File: src/rtl/wb_master_pkg.sv
// Shared types for the Wishbone command master: FSM state encoding and
// the completion status codes returned on the response port.
package wb_master_pkg;

   typedef enum logic [2:0] {
      ST_IDLE    = 3'd0,
      ST_REQ     = 3'd1,
      ST_WAIT    = 3'd2,
      ST_BACKOFF = 3'd3,
      ST_RESP    = 3'd4
   } wbm_state_t;

   localparam logic [1:0] WBM_OK        = 2'b00;
   localparam logic [1:0] WBM_ERR       = 2'b01;
   localparam logic [1:0] WBM_TIMEOUT   = 2'b10;
   localparam logic [1:0] WBM_RETRY_EXH = 2'b11;

endpackage

File: src/rtl/wb_cmd_master.sv
// Pipelined Wishbone B4 initiator: one single-beat read or write per command,
// with stall handling, err/rty/ack termination, per-attempt timeout and bounded retry.
module wb_cmd_master
   import wb_master_pkg::*;
#(
   parameter int ADDR_WIDTH = 32,
   parameter int DATA_WIDTH = 32,
   parameter int TIMEOUT    = 255,
   parameter int MAX_RETRY  = 3
) (
   input  logic                    clk_i,
   input  logic                    rst_i,
   // Both ports use valid/ready: a transfer happens on a rising edge where
   // valid and ready are both high; valid-side payload holds until then.
   input  logic                    cmd_valid_i,
   output logic                    cmd_ready_o,
   input  logic                    cmd_we_i,
   input  logic [ADDR_WIDTH-1:0]   cmd_adr_i,
   input  logic [DATA_WIDTH/8-1:0] cmd_sel_i,
   input  logic [DATA_WIDTH-1:0]   cmd_dat_i,
   output logic                    rsp_valid_o,
   input  logic                    rsp_ready_i,
   output logic [DATA_WIDTH-1:0]   rsp_dat_o,
   output logic [1:0]              rsp_status_o,
   output logic                    wb_cyc_o,
   output logic                    wb_stb_o,
   output logic                    wb_we_o,
   output logic [ADDR_WIDTH-1:0]   wb_adr_o,
   output logic [DATA_WIDTH/8-1:0] wb_sel_o,
   output logic [DATA_WIDTH-1:0]   wb_dat_o,
   input  logic [DATA_WIDTH-1:0]   wb_dat_i,
   input  logic                    wb_ack_i,
   input  logic                    wb_err_i,
   input  logic                    wb_rty_i,
   input  logic                    wb_stall_i
);

   localparam int          RW       = (MAX_RETRY < 1) ? 1 : $clog2(MAX_RETRY + 1);
   localparam logic [15:0] TMO_LAST = 16'(TIMEOUT - 1);

   wbm_state_t              state, state_d;
   logic [15:0]             tmo_cnt, tmo_d;
   logic [RW-1:0]           retry_cnt, retry_d;
   logic                    we_d;
   logic [ADDR_WIDTH-1:0]   adr_d;
   logic [DATA_WIDTH/8-1:0] sel_d;
   logic [DATA_WIDTH-1:0]   dat_d;
   logic [DATA_WIDTH-1:0]   rsp_dat_d;
   logic [1:0]              status_d;
   logic                    term_en;

   assign cmd_ready_o = (state == ST_IDLE);

   // A termination only counts once the strobe has been taken (stall low).
   assign term_en = (state == ST_WAIT) || ((state == ST_REQ) && !wb_stall_i);

   always_comb begin
      state_d   = state;
      tmo_d     = tmo_cnt;
      retry_d   = retry_cnt;
      we_d      = wb_we_o;
      adr_d     = wb_adr_o;
      sel_d     = wb_sel_o;
      dat_d     = wb_dat_o;
      rsp_dat_d = rsp_dat_o;
      status_d  = rsp_status_o;
      case (state)
         ST_IDLE: begin
            if (cmd_valid_i) begin
               state_d = ST_REQ;
               we_d    = cmd_we_i;
               adr_d   = cmd_adr_i;
               sel_d   = cmd_sel_i;
               dat_d   = cmd_dat_i;
               retry_d = '0;
               tmo_d   = '0;
            end
         end
         ST_REQ, ST_WAIT: begin
            if (term_en && wb_err_i) begin
               rsp_dat_d = '0;
               status_d  = WBM_ERR;
               state_d   = ST_RESP;
            end else if (term_en && wb_rty_i) begin
               if (retry_cnt < RW'(MAX_RETRY)) begin
                  retry_d = retry_cnt + 1'b1;
                  state_d = ST_BACKOFF;
               end else begin
                  rsp_dat_d = '0;
                  status_d  = WBM_RETRY_EXH;
                  state_d   = ST_RESP;
               end
            end else if (term_en && wb_ack_i) begin
               rsp_dat_d = wb_we_o ? '0 : wb_dat_i;
               status_d  = WBM_OK;
               state_d   = ST_RESP;
            end else if (tmo_cnt == TMO_LAST) begin
               // This is the TIMEOUT-th cycle with cyc high and nothing came back.
               rsp_dat_d = '0;
               status_d  = WBM_TIMEOUT;
               state_d   = ST_RESP;
            end else begin
               tmo_d = tmo_cnt + 16'd1;
               if ((state == ST_REQ) && !wb_stall_i) state_d = ST_WAIT;
            end
         end
         ST_BACKOFF: begin
            state_d = ST_REQ;
            tmo_d   = '0;
         end
         ST_RESP: begin
            if (rsp_ready_i) state_d = ST_IDLE;
         end
         default: state_d = ST_IDLE;
      endcase
   end

   // Bus and response flags are registered copies of the next-state decode.
   always_ff @(posedge clk_i) begin
      if (rst_i) begin
         state        <= ST_IDLE;
         tmo_cnt      <= '0;
         retry_cnt    <= '0;
         wb_cyc_o     <= 1'b0;
         wb_stb_o     <= 1'b0;
         wb_we_o      <= 1'b0;
         wb_adr_o     <= '0;
         wb_sel_o     <= '0;
         wb_dat_o     <= '0;
         rsp_valid_o  <= 1'b0;
         rsp_dat_o    <= '0;
         rsp_status_o <= WBM_OK;
      end else begin
         state        <= state_d;
         tmo_cnt      <= tmo_d;
         retry_cnt    <= retry_d;
         wb_cyc_o     <= (state_d == ST_REQ) || (state_d == ST_WAIT);
         wb_stb_o     <= (state_d == ST_REQ);
         wb_we_o      <= we_d;
         wb_adr_o     <= adr_d;
         wb_sel_o     <= sel_d;
         wb_dat_o     <= dat_d;
         rsp_valid_o  <= (state_d == ST_RESP);
         rsp_dat_o    <= rsp_dat_d;
         rsp_status_o <= status_d;
      end
   end

endmodule

File: config.mk
export PLATFORM = sky130hd
export DESIGN_NAME = wb_cmd_master
export DESIGN_NICKNAME = d
export VERILOG_FILES = /design/src/rtl/wb_master_pkg.sv /design/src/rtl/wb_cmd_master.sv
export SDC_FILE = /design/constraint.sdc
export NUM_CORES = 1
export LEC_CHECK = 0
export ABC_CLOCK_PERIOD_IN_PS = 6600
export BUFFER_PORTS_ARGS = -buffer_cell sky130_fd_sc_hd__buf_2
export CELL_PAD_IN_SITES_DETAIL_PLACEMENT = 1
export CELL_PAD_IN_SITES_GLOBAL_PLACEMENT = 1
export CORE_MARGIN = 4
export CORE_UTILIZATION = 35
export CTS_BUF_LIST = sky130_fd_sc_hd__clkbuf_4 sky130_fd_sc_hd__clkbuf_8 sky130_fd_sc_hd__clkbuf_16
export CTS_CLUSTER_DIAMETER = 200
export DETAILED_ROUTE_END_ITERATION = 8
export GPL_ROUTABILITY_DRIVEN = 0
export PLACE_DENSITY_LB_ADDON = 0.3
export SYNTH_ARGS = -nofsm -noshare
export SYNTH_HDL_FRONTEND = slang
export SYNTH_SLANG_ARGS = --single-unit
File: constraint.sdc
create_clock -name clk_i -period 6.6 [get_ports clk_i]
set_input_delay 1.32 -clock clk_i [delete_from_list [all_inputs] [get_ports clk_i]]
set_output_delay 1.32 -clock clk_i [all_outputs]
set_load 0.01 [all_outputs]
==> summary.txt, run 1 <==
Worst hold path
  – Hold Startpoint: wb_dat_o[21]
  – Classification of the worst-slack hold path: reg2reg
  – Hold EP: wb_dat_o[21]
  – Hold path cells: 2

Finish
  – Fill count: 1672
  – Post-layout util: 0.4999
  – Design area: 6620 um^2
  – Area Overhead vs Synth: 39.79%
  – Area used by sequential logic in the layout: 2542 um^2
  – Layout cell share with drive strength beyond 1: 0.3316
  – Area of the multi-input gates: 2009 um^2
  – Number of nets in the finished design: 880

Timing
  – Final max-slew violation count: 0
  – Tmin final: 3.032 ns
  – Fmax: 329.8 MHz
  – Setup TNS after final layout: 0 ns
  – Setup repair after global routing missed its margin: no
  – Worst setup slack after layout: 3.568 ns
  – Largest clock skew in the final design: 0.009329 ns
  – Headroom to the max-slew limit: 0.2257
  – Final setup fails: 0
  – Fin Hold WS: 0.4514 ns
  – Final Hold Vio Count: 0
  – Worst slew pin tran: 1.161 ns
  – Share of the cycle needed by the critical path after routing: 0.4594

Floorplanning
  – Effective utilization at floorplan: 0.3576
  – Height of the die: 124.3 um
  – Die width: 124.3 um
  – Number of placed I/O pins: 216
  – Die Footprint: 15460 um^2
  – Std-Cell Rows: 42
  – Area of the core: 13240 um^2

Critical path
  – R2r startpoint: state[0]
  – Category of cells accounting for the largest share of critical-path delay: simple AND/OR/NAND/NOR gates
  – Worst Path Class, Setup: in2reg
  – Setup slack of the worst register-to-register path: 4.06 ns
  – Number of buffers and inverters on the critical path: 1
  – Crit end category: flop
  – Delay of the slowest critical-path stage: 0.99 ns
  – Cell with the biggest individual delay on the critical path: sky130_fd_sc_hd__and4b_1
  – Req. time, crit path: 6.94 ns
  – Cell chain of the critical path: buf_2 -> nor3b_1 -> o21a_1 -> and4b_1 -> a22oi_1 -> nor2_1
  – Logic depth of the worst setup path including buffers: 6
  – Worst-case reg-to-reg path depth: 5
  – Maximum fanout encountered on the critical timing path: 32
  – Type of element launching the critical path: input port
  – Critical R2R Capture: rsp_dat_o[20]
  – CP arrival: 3.37 ns

Power and ir drop
  – Peak supply drop: 0.1878 mV
  – Lkg Pwr: 3.004 nW
  – Pwr dens: 323.7 nW/um^2

Synthesis
  – Sequential-to-total area share from yosys stat: 0.5369
  – Number of cells produced by synthesis: 570
  – Number of distinct library cell variants in the gate-level netlist after synthesis: 40
  – Seq cells post-synth: 127
  – Most instantiated cells after synthesis: sky130_fd_sc_hd__nand2_1, sky130_fd_sc_hd__dfxtp_1, sky130_fd_sc_hd__a21oi_1
  – Most repeated cell in the gate-level netlist after synthesis: sky130_fd_sc_hd__nand2_1
  – Cell area after synthesis: 4736 um^2
  – Synth Flop Type: sky130_fd_sc_hd__dfxtp_1
  – Async SR Flop Fraction: 0
  – Top cells by area in the synthesized netlist: sky130_fd_sc_hd__dfxtp_1, sky130_fd_sc_hd__nand2_1, sky130_fd_sc_hd__a21oi_1, sky130_fd_sc_hd__a22oi_1, sky130_fd_sc_hd__nor2_1
  – Number of flops mapped to enable cells by yosys: 0
  – Yosys warns: 0
  – Per-instance average area after synthesis: 8.308 um^2
  – Yosys top cell by area: sky130_fd_sc_hd__dfxtp_1
  – Area share of the largest cell type after synthesis: 0.5369
  – Net count after synthesis: 682

Routing
  – Via count: 4809
  – DRC: 0
  – Average routed wire per standard cell: 15.85 um
  – Met1 wire length: 5.943 mm
  – Number of nets with antenna violations after routing: 0
  – Amount of wire on met2 after detailed routing: 7.906 mm
  – Routed via count divided by cell count: 5.020
  – Highest routed layer: met4
  – First-pass iteration count of the detailed router: 4
  – Wire length after detailed routing: 15.19 mm
  – Number of violations reported at the end of detailed-routing iteration 0: 185
  – Met3 Wirelength: 879 um

GRT
  – Overall fraction of global-route tracks in use: 0.1942
  – Antenna violations before repair: 1
  – Remaining global-route overflow: 0
  – Wire length of the first global-routing pass: 24.88 mm
  – Via count of the first global-routing pass: 5127
  – Pin count of the biggest net entering global routing: 70

Placed design
  – Number of buffer cells added on primary ports: 215
  – Cell area after placement: 5914 um^2
  – Detailed placer's ending HPWL: 10.92 mm
  – Placement-stage worst setup slack: 3.147 ns

Outcome
  – Result of the run: completed

Clock network
  – Setup bufs post-CTS: 0
  – Clock insertion delay at the later pin of the skew report: 0.42 ns
  – Hold buffer count at cts: 0
  – Worst-path clk slew: 0.05 ns
  – CTS root buf: sky130_fd_sc_hd__clkbuf_16
  – TritonCTS buffer count: 17
  – Post-cts resize count: 0
  – Worst-case clock buffer depth: 2
  – Clock Sink Count: 127
  – Clock tree from TritonCTS: built
  – Depth of the CTS H-tree: 4

Run
  – Reported max-cap violation count: 0
-- per-stage QoR --
step           total power [mW]  std cells
2_1_floorplan            0.9638        570
3_3_place_gp              1.056        925
3_5_place_dp              1.067        925
4_1_cts                   2.170        957
5_1_grt                   2.235        958
6_report                  2.143        958
-- how the worst max path moves through the flow --
stage	to	slack, ns	from
3_3_place_gp	rsp_dat_o[0]	3.32	wb_stall_i
2_1_floorplan	tmo_cnt[15]	3.60	wb_err_i
3_5_place_dp	rsp_dat_o[27]	3.15	wb_stall_i
5_1_grt	rsp_dat_o[15]	3.34	wb_stall_i
6_report	rsp_dat_o[20]	3.57	wb_stall_i
4_1_cts	rsp_dat_o[27]	3.59	wb_stall_i
-- worst register-to-register path: cells and delay by family, from the launching register on --
kind	cells	cell delay, ns
DFF	1	0.48
AOI/OAI and AO/OA	2	0.41
and+or+nand+nor	3	1.58
-- power breakdown --
group          internal [mW]  switching (mW)
combinational         0.0848           0.137
sequential             0.806          0.0201
clock                  0.763           0.333
-- kinds of logic (layout without fill, tap and decap cells) --
kind of cell               Yosys count  count (layout)  synth area share
AOI/OAI and AO/OA                  141             141            0.1781
xor gates and xnor gates             3               3          0.005549
and+or+nand+nor                    241             241            0.2190
buffers and inverters               49             260           0.03963
adders and majority gates            3               3          0.007927
DFF                                127             127            0.5369
other                                0               1                 0
muxes                                6               6           0.01295
-- layout make-up --
type                            instances  share of cell area
Timing Repair Buffer                  219              0.1675
Inverter                                9            0.005103
Antenna cell                            1           0.0003780
Clock buffer                           23             0.07579
Sequential cell                       127              0.3840
Tap cell                              176             0.03326
Clock inverter                          9             0.03043
Multi-Input combinational cell        394              0.3035
-- cell usage in the layout, fill, tap and decap left out, types with 4 or more instances in the layout --
master                        n
sky130_fd_sc_hd__a21oi_1     81
sky130_fd_sc_hd__a22oi_1     32
sky130_fd_sc_hd__and3_1       4
sky130_fd_sc_hd__buf_2      214
sky130_fd_sc_hd__buf_4        5
sky130_fd_sc_hd__bufinv_16    6
sky130_fd_sc_hd__clkbuf_16   17
sky130_fd_sc_hd__clkbuf_8     5
sky130_fd_sc_hd__dfxtp_1    127
sky130_fd_sc_hd__inv_1        9
sky130_fd_sc_hd__mux2i_1      5
sky130_fd_sc_hd__nand2_1    154
sky130_fd_sc_hd__nand4_1      5
sky130_fd_sc_hd__nor2_1      41
sky130_fd_sc_hd__o211ai_1     4
sky130_fd_sc_hd__o21ai_0      8
sky130_fd_sc_hd__o31ai_1      4
sky130_fd_sc_hd__or3_1        9
sky130_fd_sc_hd__or4_1        5
-- per-layer routing --
layer  global-route usage  vias up
met5                    0        -
met4              0.09220        0
met3              0.06647       29
met2               0.3400      131
met1               0.2095     2310
li1                     -     2339
-- state kept, by name, indices dropped and copies added, names as in the netlist --
register,count
retry_cnt,2
rsp_dat_o,32
rsp_status_o,2
rsp_valid_o,1
state,3
tmo_cnt,16
wb_adr_o,32
wb_cyc_o,1
wb_dat_o,32
wb_sel_o,4
wb_stb_o,1
wb_we_o,1
No activity file was read; power rests on OpenSTA's default activity.
==> run 2, diff against run 1 <==
--- a/config.mk
+++ b/config.mk
@@ -5,12 +5,13 @@
 export SDC_FILE = /design/constraint.sdc
 export NUM_CORES = 1
 export LEC_CHECK = 0
-export ABC_CLOCK_PERIOD_IN_PS = 6600
+export ABC_AREA = 1
+export ABC_CLOCK_PERIOD_IN_PS = 2800
 export BUFFER_PORTS_ARGS = -buffer_cell sky130_fd_sc_hd__buf_2
 export CELL_PAD_IN_SITES_DETAIL_PLACEMENT = 1
 export CELL_PAD_IN_SITES_GLOBAL_PLACEMENT = 1
 export CORE_MARGIN = 4
-export CORE_UTILIZATION = 35
+export CORE_UTILIZATION = 33
 export CTS_BUF_LIST = sky130_fd_sc_hd__clkbuf_4 sky130_fd_sc_hd__clkbuf_8 sky130_fd_sc_hd__clkbuf_16
 export CTS_CLUSTER_DIAMETER = 200
 export DETAILED_ROUTE_END_ITERATION = 8
==> constraint.sdc (replaced) <==
create_clock -name clk_i -period 2.8 [get_ports clk_i]
set_input_delay 0.56 -clock clk_i [delete_from_list [all_inputs] [get_ports clk_i]]
set_output_delay 0.56 -clock clk_i [all_outputs]
set_load 0.01 [all_outputs]
==> run 2 against run 1 <==
Net effect: non-clock buffer count grew 5; critical path depth grew 3; cell area grew 7.2%; flip-flop and latch count is the same; clock power grew 110%; sequential power grew 140%; setup slack lost 2.8 ns; power grew 140%; synthesized cell count grew 22%; worst hold slack lost 0.044 ns.
==> summary.txt, run 2 <==
Outcome
  – Result of the run: completed

Routing
  – DRC: 0
  – Routed via count divided by cell count: 4.891
  – Via count: 5453
  – Number of violations reported at the end of detailed-routing iteration 0: 244
  – First-pass iteration count of the detailed router: 4
  – Wire length after detailed routing: 17.90 mm
  – Number of nets with antenna violations after routing: 0
  – Average routed wire per standard cell: 16.05 um

Finish
  – Number of nets in the finished design: 1003
  – Most common cell after layout, fill and taps aside: sky130_fd_sc_hd__buf_2
  – Top Registers: rsp_dat_o x32, wb_adr_o x32, wb_dat_o x32
  – Layout cell share with drive strength beyond 1: 0.3042
  – Commonest non-fill, non-tap cells in the layout: sky130_fd_sc_hd__buf_2, sky130_fd_sc_hd__nand2_1, sky130_fd_sc_hd__dfxtp_1
  – Post-layout util: 0.4599
  – Design area: 7094 um^2
  – Fill count: 2039
  – Diode count: 0
  – Area Overhead vs Synth: 34.58%

Floorplanning
  – Die Footprint: 18060 um^2
  – Die width: 134.4 um
  – Area of the core: 15430 um^2
  – Number of placed I/O pins: 216
  – Height of the die: 134.4 um
  – Std-Cell Rows: 45
  – Effective utilization at floorplan: 0.3417

Worst hold path
  – Hold EP: wb_adr_o[21]
  – Hold Startpoint: cmd_adr_i[21]
  – Classification of the worst-slack hold path: in2reg
  – Hold path cells: 3

Power and ir drop
  – Pwr dens: 710.8 nW/um^2
  – Proportion of power drawn by combinational gates: 0.156
  – Peak supply drop: 0.5869 mV
  – Switching Fraction: 0.2765
  – Net Sw Power: 1.394 mW
  – Internal power of the cells: 3.648 mW
  – Lkg Pwr: 3.109 nW
  – Clock group share of total power: 0.451
  – Part of the total power dissipated in sequential elements: 0.393

Timing
  – Final max-slew violation count: 0
  – Largest clock skew in the final design: 0.009638 ns
  – Tmin final: 2.025 ns
  – Headroom to the max-slew limit: 0.5180
  – Fin Hold WS: 0.4077 ns
  – Final setup fails: 0
  – Share of the cycle needed by the critical path after routing: 0.7231
  – Setup TNS after final layout: 0 ns
  – Worst slew pin tran: 0.7230 ns
  – Final Hold Vio Count: 0
  – Setup repair after global routing missed its margin: no
  – Fmax: 493.9 MHz

Synthesis
  – Yosys top cell by area: sky130_fd_sc_hd__dfxtp_1
  – Seq cells post-synth: 127
  – Number of cells produced by synthesis: 698
  – Net count after synthesis: 810
  – Number of distinct library cell variants in the gate-level netlist after synthesis: 31
  – Top cells by area in the synthesized netlist: sky130_fd_sc_hd__dfxtp_1, sky130_fd_sc_hd__nand2_1, sky130_fd_sc_hd__a21oi_1, sky130_fd_sc_hd__nand3_1, sky130_fd_sc_hd__nand4_1
  – Synth Flop Type: sky130_fd_sc_hd__dfxtp_1
  – Async SR Flop Fraction: 0
  – Cell area after synthesis: 5271 um^2
  – Number of flops mapped to enable cells by yosys: 0
  – Per-instance average area after synthesis: 7.552 um^2
  – Yosys warns: 0
  – Most repeated cell in the gate-level netlist after synthesis: sky130_fd_sc_hd__nand2_1
  – Sequential-to-total area share from yosys stat: 0.4823
  – Most instantiated cells after synthesis: sky130_fd_sc_hd__nand2_1, sky130_fd_sc_hd__dfxtp_1, sky130_fd_sc_hd__a21oi_1
  – Area share of the largest cell type after synthesis: 0.4823

Clock network
  – TritonCTS buffer count: 17
  – Worst-path clk slew: 0.06 ns
  – Clock insertion delay at the later pin of the skew report: 0.42 ns
  – Clock tree from TritonCTS: built
  – Worst-case clock buffer depth: 2
  – Post-cts resize count: 0
  – Hold buffer count at cts: 0
  – Setup bufs post-CTS: 0
  – Clock Sink Count: 127
  – CTS root buf: sky130_fd_sc_hd__clkbuf_16
  – Depth of the CTS H-tree: 4

Critical path
  – R2r startpoint: tmo_cnt[0]
  – Library cell appearing most often on the critical path: sky130_fd_sc_hd__nand2_1
  – Worst Path Class, Setup: reg2reg
  – Critical R2R Capture: rsp_dat_o[25]
  – Setup slack of the worst register-to-register path: 0.78 ns
  – CP arrival: 2.31 ns
  – Crit end category: flop
  – Req. time, crit path: 3.09 ns
  – Worst-case reg-to-reg path depth: 9
  – Cell with the biggest individual delay on the critical path: sky130_fd_sc_hd__dfxtp_1
  – Cell chain of the critical path: inv_1 -> ha_1 -> nand3_1 -> nor3_1 -> nand2_1 -> nand3_2 -> nand3_4 -> nand2_1 -> a21oi_1
  – Type of element launching the critical path: flop
  – Maximum fanout encountered on the critical timing path: 36
  – Launch point of the critical path: tmo_cnt[0]
  – Delay of the slowest critical-path stage: 0.36 ns

GRT
  – Pin count of the biggest net entering global routing: 69
  – Antenna violations before repair: 3
  – Wire length of the first global-routing pass: 29.04 mm
  – Via count of the first global-routing pass: 5653
  – Remaining global-route overflow: 0
  – Overall fraction of global-route tracks in use: 0.1987

Run
  – Reported max-cap violation count: 0

Placed design
  – Number of buffer cells added on primary ports: 215
  – Cell area after placement: 6487 um^2
  – Detailed placer's ending HPWL: 12.17 mm
## run 2: cells by family after synthesis
group,Yosys count,share of synthesized area
buf+inv,69,0.05673
flops,127,0.4823
simple gates,357,0.3086
fa+ha+maj,3,0.007122
xor+xnor,12,0.01994
compound gates,130,0.1253
## run 2: worst max path at each step
stage | endpoint | depth (start not counted) | slack, ns
2_1_floorplan | tmo_cnt[12] | 7 | 1.09
3_3_place_gp | tmo_cnt[1] | 6 | 0.77
3_5_place_dp | tmo_cnt[1] | 6 | 0.77
4_1_cts | rsp_dat_o[25] | 9 | 0.76
5_1_grt | rsp_dat_o[25] | 9 | 0.51
6_report | rsp_dat_o[25] | 9 | 0.78
## run 2: area by class of cell
class	count	area [um^2]	share of cell area
inverters	19	71.32	0.01005
repair buffers	224	1171	0.1651
well taps	211	264.0	0.03721
clock buffers	22	469.2	0.06614
clock inverters	10	137.6	0.01940
flip-flops and latches	127	2542	0.3584
multi-input cells	502	2439	0.3437
## run 2: layer usage
metal / part of all wire / track usage / vias up
met5: 0.0026 / 0 / -
met2: 0.46 / 0.3148 / 155
li1: - / - / 2738
met1: 0.43 / 0.2406 / 2528
met4: 0.018 / 0.05939 / 6
met3: 0.091 / 0.09415 / 26
## run 2: stage by stage
stage / instances / power [mW] / setup WS, ns
global placement: 1083 / 2.805 / 0.7682
CTS: 1115 / 5.111 / 0.7609
floorplan: 698 / 2.493 / 1.091
finish: 1115 / 5.043 / 0.7752
detailed placement: 1083 / 2.814 / 0.7677
global route: 1115 / 5.298 / 0.5128
## run 2: worst max-delay path: cells and delay by family, from the launching register on
family                   cells  cell delay (ns)
AO/OA/AOI/OAI                1             0.09
adder cells (fa/ha/maj)      1             0.16
flip-flops                   1             0.36
AND/OR/NAND/NOR              6             1.17
buffers and inverters        1             0.10
## run 2: power groups by stage
stage                     registers (mW)  logic (mW)  clock network (mW)
after global placement              2.02       0.786                   0
after detailed placement            2.02       0.794                   0
after global routing                2.00       0.884                2.42
final                               1.98       0.785                2.27
after CTS                           1.98       0.800                2.33
after floorplan                     2.06       0.431                   0
